`config.mk`:
```
export PLATFORM = sky130hd
export DESIGN_NAME = einstein_kbd_matrix_flat
export DESIGN_NICKNAME = d
export VERILOG_FILES = /design/src/rtl/einstein_kbd_pkg.sv /design/src/rtl/einstein_kbd_matrix_if.sv /design/src/rtl/einstein_kbd_map.sv /design/src/rtl/einstein_kbd_matrix.sv /design/src/flat_wrapper.sv
export SDC_FILE = /design/constraint.sdc
export NUM_CORES = 1
export LEC_CHECK = 0
export ABC_AREA = 0
export BUFFER_PORTS_ARGS = -buffer_cell sky130_fd_sc_hd__clkbuf_2
export CORE_AREA = 5 5 119 121
export CTS_CLUSTER_DIAMETER = 200
export DETAILED_ROUTE_END_ITERATION = 6
export DIE_AREA = 0 0 124 126
export PLACE_DENSITY = 0.65
export SLEW_MARGIN = 5
export SYNTH_ARGS = -nofsm -noshare
export SYNTH_HDL_FRONTEND = slang
export SYNTH_HIERARCHICAL = 1
export SYNTH_SLANG_ARGS = --single-unit
export TNS_END_PERCENT = 30
```
`constraint.sdc`:
```
create_clock -name clk_sys -period 7.21 [get_ports clk_sys]
set_input_delay 1.0815 -clock clk_sys [delete_from_list [all_inputs] [get_ports clk_sys]]
set_output_delay 1.0815 -clock clk_sys [all_outputs]
set_load 0.05 [all_outputs]
```
`src/rtl/einstein_kbd_pkg.sv`:
```
// Shared types and constants for the Einstein PS/2 keyboard matrix: receiver states,
// scan-code prefixes, modifier encodings and the map-entry layout.
package einstein_kbd_pkg;

  localparam int DEF_FILTER_LEN     = 8;
  localparam int DEF_TIMEOUT_CYCLES = 64000;

  localparam logic [7:0] PFX_EXT   = 8'hE0;
  localparam logic [7:0] PFX_BRK   = 8'hF0;
  localparam logic [7:0] PFX_PAUSE = 8'hE1;
  localparam logic [2:0] PAUSE_SKIP = 3'd7;

  typedef enum logic [1:0] {
    RX_IDLE,
    RX_DATA,
    RX_PARITY,
    RX_STOP
  } rx_state_t;

  typedef enum logic [1:0] {
    MOD_NONE,
    MOD_SHIFT,
    MOD_CTRL,
    MOD_GRAPH
  } mod_t;

  typedef struct packed {
    logic       valid;
    mod_t       mod;
    logic [2:0] row;
    logic [2:0] col;
  } map_entry_t;

  function automatic map_entry_t mk_key(input logic [2:0] r, input logic [2:0] c);
    return '{valid: 1'b1, mod: MOD_NONE, row: r, col: c};
  endfunction

  // For SHIFT the col field tells the left (0) and right (1) keys apart.
  function automatic map_entry_t mk_mod(input mod_t m, input logic [2:0] c);
    return '{valid: 1'b1, mod: m, row: 3'd0, col: c};
  endfunction

endpackage

```
`src/rtl/einstein_kbd_matrix_if.sv`:
```
// Machine-side keyboard nets: row strobe from PSG port A, column and modifier
// returns to port B, all active low.
interface einstein_kbd_matrix_if;
  logic [7:0] kb_row;
  logic [7:0] kb_col;
  logic       kb_shift;
  logic       kb_ctrl;
  logic       kb_graph;

  modport master (input kb_row, output kb_col, kb_shift, kb_ctrl, kb_graph);
  modport slave  (output kb_row, input kb_col, kb_shift, kb_ctrl, kb_graph);
endinterface

```
`src/rtl/einstein_kbd_map.sv`:
```
// Combinational scan-code lookup: {ext, code} -> {valid, mod, row, col}.
// Unlisted codes return an all-zero (invalid) entry.
module einstein_kbd_map
  import einstein_kbd_pkg::*;
(
  input  logic       ext,
  input  logic [7:0] code,
  output map_entry_t ent
);

  always_comb begin
    ent = '0;
    case ({ext, code})
      9'h016: ent = mk_key(3'd0, 3'd0);
      9'h01E: ent = mk_key(3'd0, 3'd1);
      9'h026: ent = mk_key(3'd0, 3'd2);
      9'h025: ent = mk_key(3'd0, 3'd3);
      9'h02E: ent = mk_key(3'd0, 3'd4);
      9'h036: ent = mk_key(3'd0, 3'd5);
      9'h05A, 9'h15A: ent = mk_key(3'd0, 3'd6);
      9'h066: ent = mk_key(3'd0, 3'd7);
      9'h015: ent = mk_key(3'd1, 3'd0);
      9'h01D: ent = mk_key(3'd1, 3'd1);
      9'h024: ent = mk_key(3'd1, 3'd2);
      9'h02D: ent = mk_key(3'd1, 3'd3);
      9'h02C: ent = mk_key(3'd1, 3'd4);
      9'h035: ent = mk_key(3'd1, 3'd5);
      9'h03C: ent = mk_key(3'd1, 3'd6);
      9'h043: ent = mk_key(3'd1, 3'd7);
      9'h00D: ent = mk_key(3'd2, 3'd0);
      9'h01C: ent = mk_key(3'd2, 3'd1);
      9'h01B: ent = mk_key(3'd2, 3'd2);
      9'h023: ent = mk_key(3'd2, 3'd3);
      9'h02B: ent = mk_key(3'd2, 3'd4);
      9'h034: ent = mk_key(3'd2, 3'd5);
      9'h033: ent = mk_key(3'd2, 3'd6);
      9'h03B: ent = mk_key(3'd2, 3'd7);
      9'h01A: ent = mk_key(3'd3, 3'd0);
      9'h022: ent = mk_key(3'd3, 3'd1);
      9'h021: ent = mk_key(3'd3, 3'd2);
      9'h02A: ent = mk_key(3'd3, 3'd3);
      9'h032: ent = mk_key(3'd3, 3'd4);
      9'h031: ent = mk_key(3'd3, 3'd5);
      9'h03A: ent = mk_key(3'd3, 3'd6);
      9'h029: ent = mk_key(3'd3, 3'd7);
      9'h175: ent = mk_key(3'd4, 3'd0);
      9'h172: ent = mk_key(3'd4, 3'd1);
      9'h16B: ent = mk_key(3'd4, 3'd2);
      9'h174: ent = mk_key(3'd4, 3'd3);
      9'h012: ent = mk_mod(MOD_SHIFT, 3'd0);
      9'h059: ent = mk_mod(MOD_SHIFT, 3'd1);
      9'h014, 9'h114: ent = mk_mod(MOD_CTRL, 3'd0);
      9'h011, 9'h111: ent = mk_mod(MOD_GRAPH, 3'd0);
      default: ent = '0;
    endcase
  end

endmodule

```
`src/rtl/einstein_kbd_matrix.sv`:
```
// PS/2 receiver + make/break decoder driving the Einstein 8x8 key matrix; kb_col follows
// kb_row one cycle later. Optional frame timeout via `define KBD_RX_TIMEOUT_EN.
module einstein_kbd_matrix
  import einstein_kbd_pkg::*;
#(
  parameter int FILTER_LEN = DEF_FILTER_LEN
`ifdef KBD_RX_TIMEOUT_EN
  , parameter int TIMEOUT_CYCLES = DEF_TIMEOUT_CYCLES
`endif
) (
  input  logic                         clk_sys,
  input  logic                         reset,
  input  logic                         ps2_clk,
  input  logic                         ps2_data,
  einstein_kbd_matrix_if.master        kbd,
  output logic                         rx_err
);

  localparam int               FLT_W    = $clog2(FILTER_LEN + 1);
  localparam logic [FLT_W-1:0] FLT_LAST = FLT_W'(FILTER_LEN - 1);

  logic [1:0]       clk_sync, dat_sync;
  logic             filt_clk;
  logic [FLT_W-1:0] flt_cnt;
  logic             fall, rx_bit, parity_ok, rx_timeout;
  rx_state_t        state, state_nxt;
  logic [2:0]       bit_cnt;
  logic [7:0]       rx_shift;
  logic             shift_en, byte_vld, frame_err;
  map_entry_t       ent;

  logic [7:0][7:0]  key, key_nxt;
  logic             shift_l, shift_r, ctrl_on, graph_on, ext, brk;
  logic             shl_nxt, shr_nxt, ctrl_nxt, graph_nxt, ext_nxt, brk_nxt;
  logic [2:0]       skip, skip_nxt;
  logic [7:0]       col_q, col_nxt;

  // Idle PS/2 lines are high, so the conditioning chain resets to 1.
  always_ff @(posedge clk_sys or posedge reset) begin
    if (reset) begin
      clk_sync <= 2'b11;
      dat_sync <= 2'b11;
      filt_clk <= 1'b1;
      flt_cnt  <= '0;
    end else begin
      clk_sync <= {clk_sync[0], ps2_clk};
      dat_sync <= {dat_sync[0], ps2_data};
      if (clk_sync[1] == filt_clk) begin
        flt_cnt <= '0;
      end else if (flt_cnt == FLT_LAST) begin
        filt_clk <= clk_sync[1];
        flt_cnt  <= '0;
      end else begin
        flt_cnt <= flt_cnt + 1'b1;
      end
    end
  end

  assign fall      = filt_clk & ~clk_sync[1] & (flt_cnt == FLT_LAST);
  assign rx_bit    = dat_sync[1];
  assign parity_ok = ^{rx_bit, rx_shift};

`ifdef KBD_RX_TIMEOUT_EN
  localparam int              TO_W    = $clog2(TIMEOUT_CYCLES + 1);
  localparam logic [TO_W-1:0] TO_LAST = TO_W'(TIMEOUT_CYCLES - 1);
  logic [TO_W-1:0] to_cnt;

  always_ff @(posedge clk_sys or posedge reset) begin
    if (reset)                          to_cnt <= '0;
    else if (state == RX_IDLE || fall)  to_cnt <= '0;
    else                                to_cnt <= to_cnt + 1'b1;
  end
  assign rx_timeout = (state != RX_IDLE) && (to_cnt == TO_LAST);
`else
  assign rx_timeout = 1'b0;
`endif

  always_ff @(posedge clk_sys or posedge reset) begin
    if (reset) state <= RX_IDLE;
    else       state <= state_nxt;
  end

  always_comb begin
    state_nxt = state;
    if (fall) begin
      case (state)
        RX_IDLE:   if (!rx_bit) state_nxt = RX_DATA;
        RX_DATA:   if (bit_cnt == 3'd7) state_nxt = RX_PARITY;
        RX_PARITY: state_nxt = parity_ok ? RX_STOP : RX_IDLE;
        RX_STOP:   state_nxt = RX_IDLE;
      endcase
    end
    if (rx_timeout) state_nxt = RX_IDLE;
  end

  always_comb begin
    shift_en  = fall && (state == RX_DATA);
    byte_vld  = fall && (state == RX_STOP) && rx_bit;
    frame_err = (fall && (((state == RX_PARITY) && !parity_ok) ||
                          ((state == RX_STOP) && !rx_bit))) || rx_timeout;
  end

  always_ff @(posedge clk_sys or posedge reset) begin
    if (reset) begin
      bit_cnt  <= '0;
      rx_shift <= '0;
      rx_err   <= 1'b0;
    end else begin
      rx_err <= frame_err;
      if (fall && state == RX_IDLE) bit_cnt <= '0;
      else if (shift_en)            bit_cnt <= bit_cnt + 3'd1;
      if (shift_en) rx_shift <= {rx_bit, rx_shift[7:1]};
    end
  end

  einstein_kbd_map u_map (
    .ext  (ext),
    .code (rx_shift),
    .ent  (ent)
  );

  always_comb begin
    key_nxt   = key;
    shl_nxt   = shift_l;
    shr_nxt   = shift_r;
    ctrl_nxt  = ctrl_on;
    graph_nxt = graph_on;
    ext_nxt   = ext;
    brk_nxt   = brk;
    skip_nxt  = skip;
    if (byte_vld) begin
      if (skip != 3'd0)                skip_nxt = skip - 3'd1;
      else if (rx_shift == PFX_PAUSE)  skip_nxt = PAUSE_SKIP;
      else if (rx_shift == PFX_EXT)    ext_nxt  = 1'b1;
      else if (rx_shift == PFX_BRK)    brk_nxt  = 1'b1;
      else begin
        ext_nxt = 1'b0;
        brk_nxt = 1'b0;
        if (ent.valid) begin
          case (ent.mod)
            MOD_NONE:  key_nxt[ent.row][ent.col] = ~brk;
            MOD_SHIFT: if (ent.col[0]) shr_nxt = ~brk; else shl_nxt = ~brk;
            MOD_CTRL:  ctrl_nxt  = ~brk;
            MOD_GRAPH: graph_nxt = ~brk;
          endcase
        end
      end
    end
    if (rx_timeout) begin
      ext_nxt  = 1'b0;
      brk_nxt  = 1'b0;
      skip_nxt = 3'd0;
    end
  end

  // Column scan uses the next-state matrix so a same-cycle key update and row change both show.
  always_comb begin
    col_nxt = 8'hFF;
    for (int c = 0; c < 8; c++)
      for (int r = 0; r < 8; r++)
        if (!kbd.kb_row[r] && key_nxt[r][c]) col_nxt[c] = 1'b0;
  end

  always_ff @(posedge clk_sys or posedge reset) begin
    if (reset) begin
      key      <= '0;
      shift_l  <= 1'b0;
      shift_r  <= 1'b0;
      ctrl_on  <= 1'b0;
      graph_on <= 1'b0;
      ext      <= 1'b0;
      brk      <= 1'b0;
      skip     <= 3'd0;
      col_q    <= 8'hFF;
    end else begin
      key      <= key_nxt;
      shift_l  <= shl_nxt;
      shift_r  <= shr_nxt;
      ctrl_on  <= ctrl_nxt;
      graph_on <= graph_nxt;
      ext      <= ext_nxt;
      brk      <= brk_nxt;
      skip     <= skip_nxt;
      col_q    <= col_nxt;
    end
  end

  assign kbd.kb_col   = col_q;
  assign kbd.kb_shift = ~(shift_l | shift_r);
  assign kbd.kb_ctrl  = ~ctrl_on;
  assign kbd.kb_graph = ~graph_on;

endmodule

```
`src/flat_wrapper.sv`:
```
// flat-port wrapper written by rule: the top's interface ports become plain ports
module einstein_kbd_matrix_flat import einstein_kbd_pkg::*;
#(
  parameter int FILTER_LEN = DEF_FILTER_LEN

)
  (clk_sys, reset, ps2_clk, ps2_data, rx_err, kbd_kb_row, kbd_kb_col, kbd_kb_shift, kbd_kb_ctrl, kbd_kb_graph);
  einstein_kbd_matrix_if kbd_i ();
  input  logic clk_sys;
  input  logic reset;
  input  logic ps2_clk;
  input  logic ps2_data;
  output logic rx_err;
  input wire logic [$bits(kbd_i.kb_row)-1:0] kbd_kb_row;
  output wire logic [$bits(kbd_i.kb_col)-1:0] kbd_kb_col;
  output wire logic [$bits(kbd_i.kb_shift)-1:0] kbd_kb_shift;
  output wire logic [$bits(kbd_i.kb_ctrl)-1:0] kbd_kb_ctrl;
  output wire logic [$bits(kbd_i.kb_graph)-1:0] kbd_kb_graph;
  assign kbd_i.kb_row = kbd_kb_row;
  assign kbd_kb_col = kbd_i.kb_col;
  assign kbd_kb_shift = kbd_i.kb_shift;
  assign kbd_kb_ctrl = kbd_i.kb_ctrl;
  assign kbd_kb_graph = kbd_i.kb_graph;
  einstein_kbd_matrix #(.FILTER_LEN(FILTER_LEN)) u_core (.clk_sys(clk_sys), .reset(reset), .ps2_clk(ps2_clk), .ps2_data(ps2_data), .kbd(kbd_i), .rx_err(rx_err));
endmodule
```
==> reports/metrics.yaml <==
outcome: "finished clean"
grt_overflow: 0
setup_viol: 0
cp_slowest_cell: "dfrtp_1"
via_per_inst: 6.290
finalHoldViolCount: 0
path_delay_family: "simple AND/OR/NAND/NOR gates"
clk_latency_ns: 0.36
core.rowCount: 42
yosys.area.top_type_share: 0.3439
grt_pass1_wl_mm: 29.93
cp_max_fo: 30
area_growth_pct: 6.595
placedCellCount: 893
crit_start: "u_core/rx_shift[3]"
syn_nets: 757
vias: 5718
gp_routability_congestion: 0.9268
die_area_sq_mm: 0.01562
peakVddDrop_mv: 0.1696
fmax_mhz: 202.1
synth-main-ff-cell: "dfrtp_1"
wl_per_cell_microns: 20.27
synth_area_leaders: "dfrtp_1, mux2i_1, dfstp_2"
initial_core_util: 0.5101
fin_crit_ns: 4.949
period_share: 0.6863
clk_pin_slew_worst_paths_ns: 0.07
ant_nets: 0
numCtsBuffers: 9
p_leak_nw: 3.231
cts_hold_buf: 0
port_buffers: 23
die_y_microns: 126
arrival_ns: 5.17
netlist_area_sq_mm: 0.006621
startpoint_type: "flop"
ys_seq_area_frac: 0.3955
nets: 752
worstHoldStart: "u_core/clk_sync[0]"
slowest_delay_ns: 0.98
post_cts_buffers: 0
clockBufferDepth: 2
fin_worst_skew_ns: 0.01348
drt-total-wl_mm: 18.42
first_global_vias: 5583
synth_edf_count: 0
drtIter0Drc: 633
total_power_w: 0.001126
fin_cells: 909
die-width_microns: 124
ys_types: 75
synthTopCellsByCount: "dfrtp_1, nand2_1, o21ai_0, nand4_1, mux2i_1"
synth_top_area_cell: "dfrtp_1"
cts_resized: 0
synth_async_sr_flop_share: 1.000
cts_root_buffer: "clkbuf_16"
synth_cells: 733
ys_seq_elements: 104
maxCapViolations: 0
cts.sinks: 104
antenna_found_initial: 0
avgSynthCellArea_sq_um: 9.033
r2r_start: "u_core/rx_shift[3]"
tns_ns: 0
htree_levels: 3
drc_errors: 0
fillers: 1175
io_pins: 24
path_buf_inv: 1
rsz0062_at_grt: "false"
tightestPinTransition_ns: 1.106
cts_tree: "yes"
grt_usage: 0.2459
drive_gt1_frac: 0.1364
endpoint_kind: "flop"
core_sq_mm: 0.01298
path_class: "reg2reg"
grt_max_degree: 63
slew_viol_final: 0
p_per_area_mw_per_mm2: 159.5
drtPass1Iterations: 5
yosysWarnings: 6
cp_data_required_time_ns: 7.44
relSlewSlack: 0.2522
hp-class: "reg2reg"
antennaDiodeCount: 0
dp_hpwl_mm: 13.19
cp_cell_sequence: "nor3b_1 -> nand2_1 -> o21ai_0 -> a221oi_1 -> nand2_1 -> inv_1 -> and4_1 -> nand4_1 -> mux2i_1 -> nand4_1 -> nor4_1"
==> power by group <==
part / internal (W) / total [W] / switching (W)
clock network: 0.000249 / 0.000482 / 0.000233
logic: 0.0000134 / 0.0000451 / 0.0000318
registers: 0.000592 / 0.000599 / 0.00000654
==> stage by stage <==
stage               setup slack (ns)  utilization  cell area, sq um  hold WS [ns]
finish                         2.261       0.5438              7058        0.3510
global route                   1.985       0.5438              7058        0.3633
CTS                            2.518       0.5438              7058        0.3534
detailed placement             2.536       0.5213              6766        0.3495
global placement               2.519       0.5213              6766        0.3462
floorplan                      3.418            -              6621        0.3452
==> flip-flops by register name (all words and copies together) (netlist names), 2 cells and up <==
signal	count
u_core/rx_shift	8
u_core/state	2
u_core/flt_cnt	4
u_core/bit_cnt	3
u_core/clk_sync	2
u_core/skip	3
u_core/dat_sync	2
u_core/kbd.kb_col	8
u_core/key	64
==> worst paths after layout <==
path | end | slack, ns | depth (start not counted)
min | u_core/clk_sync[1] | 0.35 | 0
max reg2reg | u_core/kbd.kb_col[2] | 2.26 | 11
min in group asynchronous | u_core/key[16] | 0.75 | 2
min reg2reg | u_core/clk_sync[1] | 0.35 | 0
max | u_core/kbd.kb_col[2] | 2.26 | 11
max in group asynchronous | u_core/shift_l | 5.24 | 3
==> cells by family (layout without fill, tap and decap cells) <==
logic type               count (synthesis)  in the layout  synth area share
AND/OR/NAND/NOR                        343            343            0.2950
AO/OA/AOI/OAI                          124            124            0.1240
buffers and inverters                   81             81           0.05574
flip-flops                             104            104            0.3955
XOR/XNOR                                 9              9           0.01191
adder cells (fa/ha/maj)                 12             12           0.02268
multiplexers                            60             60           0.09524
==> metal layers <==
layer	vias to the layer above	GRT usage	share of wire
met1	2784	0.3552	0.46
met2	235	0.3649	0.45
met5	-	0	0
met3	31	0.05336	0.072
li1	2668	-	-
met4	0	0.08570	0.024
==> area by class of cell <==
| cell class | count | area, sq um | area share |
|---|---|---|---|
| clock buffer | 10 | 239.0 | 0.03386 |
| clock inverter | 6 | 52.55 | 0.007445 |
| inverter | 37 | 141.4 | 0.02003 |
| multi-input combinational | 548 | 3633 | 0.5148 |
| sequential | 104 | 2619 | 0.3710 |
| tap | 176 | 220.2 | 0.03120 |
| timing repair buffer | 28 | 152.6 | 0.02163 |
==> cell usage in the layout, fill, tap and decap left out, drive strengths merged, types with 4 or more instances in the layout <==
cell type / synthesis / routed
o31ai: 5 / 5
nand3b: 8 / 8
nor4b: 4 / 4
dfstp: 13 / 13
mux2i: 39 / 39
nand4b: 4 / 4
a22o: 4 / 4
o31a: 4 / 4
inv: 37 / 39
and4: 7 / 7
nand4: 46 / 46
o22ai: 5 / 5
nand3: 27 / 27
or2: 5 / 5
nor3b: 7 / 7
a21oi: 18 / 18
o2111ai: 8 / 8
ha: 12 / 12
and3: 7 / 7
nand2: 91 / 91
dfrtp: 91 / 91
o21ai: 49 / 49
nor3: 22 / 22
nor2b: 29 / 29
a31oi: 4 / 4
clkinv: 0 / 4
nand2b: 15 / 15
xnor2: 6 / 6
nor4: 10 / 10
mux2: 21 / 21
clkbuf: 15 / 33
buf: 29 / 5
o211ai: 4 / 4
nor2: 40 / 40
==> worst reg2reg max path, delay by kind of cell, from the launching register on <==
kind,cells,cell delay [ns]
and+or+nand+nor,7,2.60
AOI/OAI and AO/OA,2,0.59
DFF,1,0.98
muxes,1,0.38
buffers and inverters,1,0.26
No activity file was read; power rests on OpenSTA's default activity.
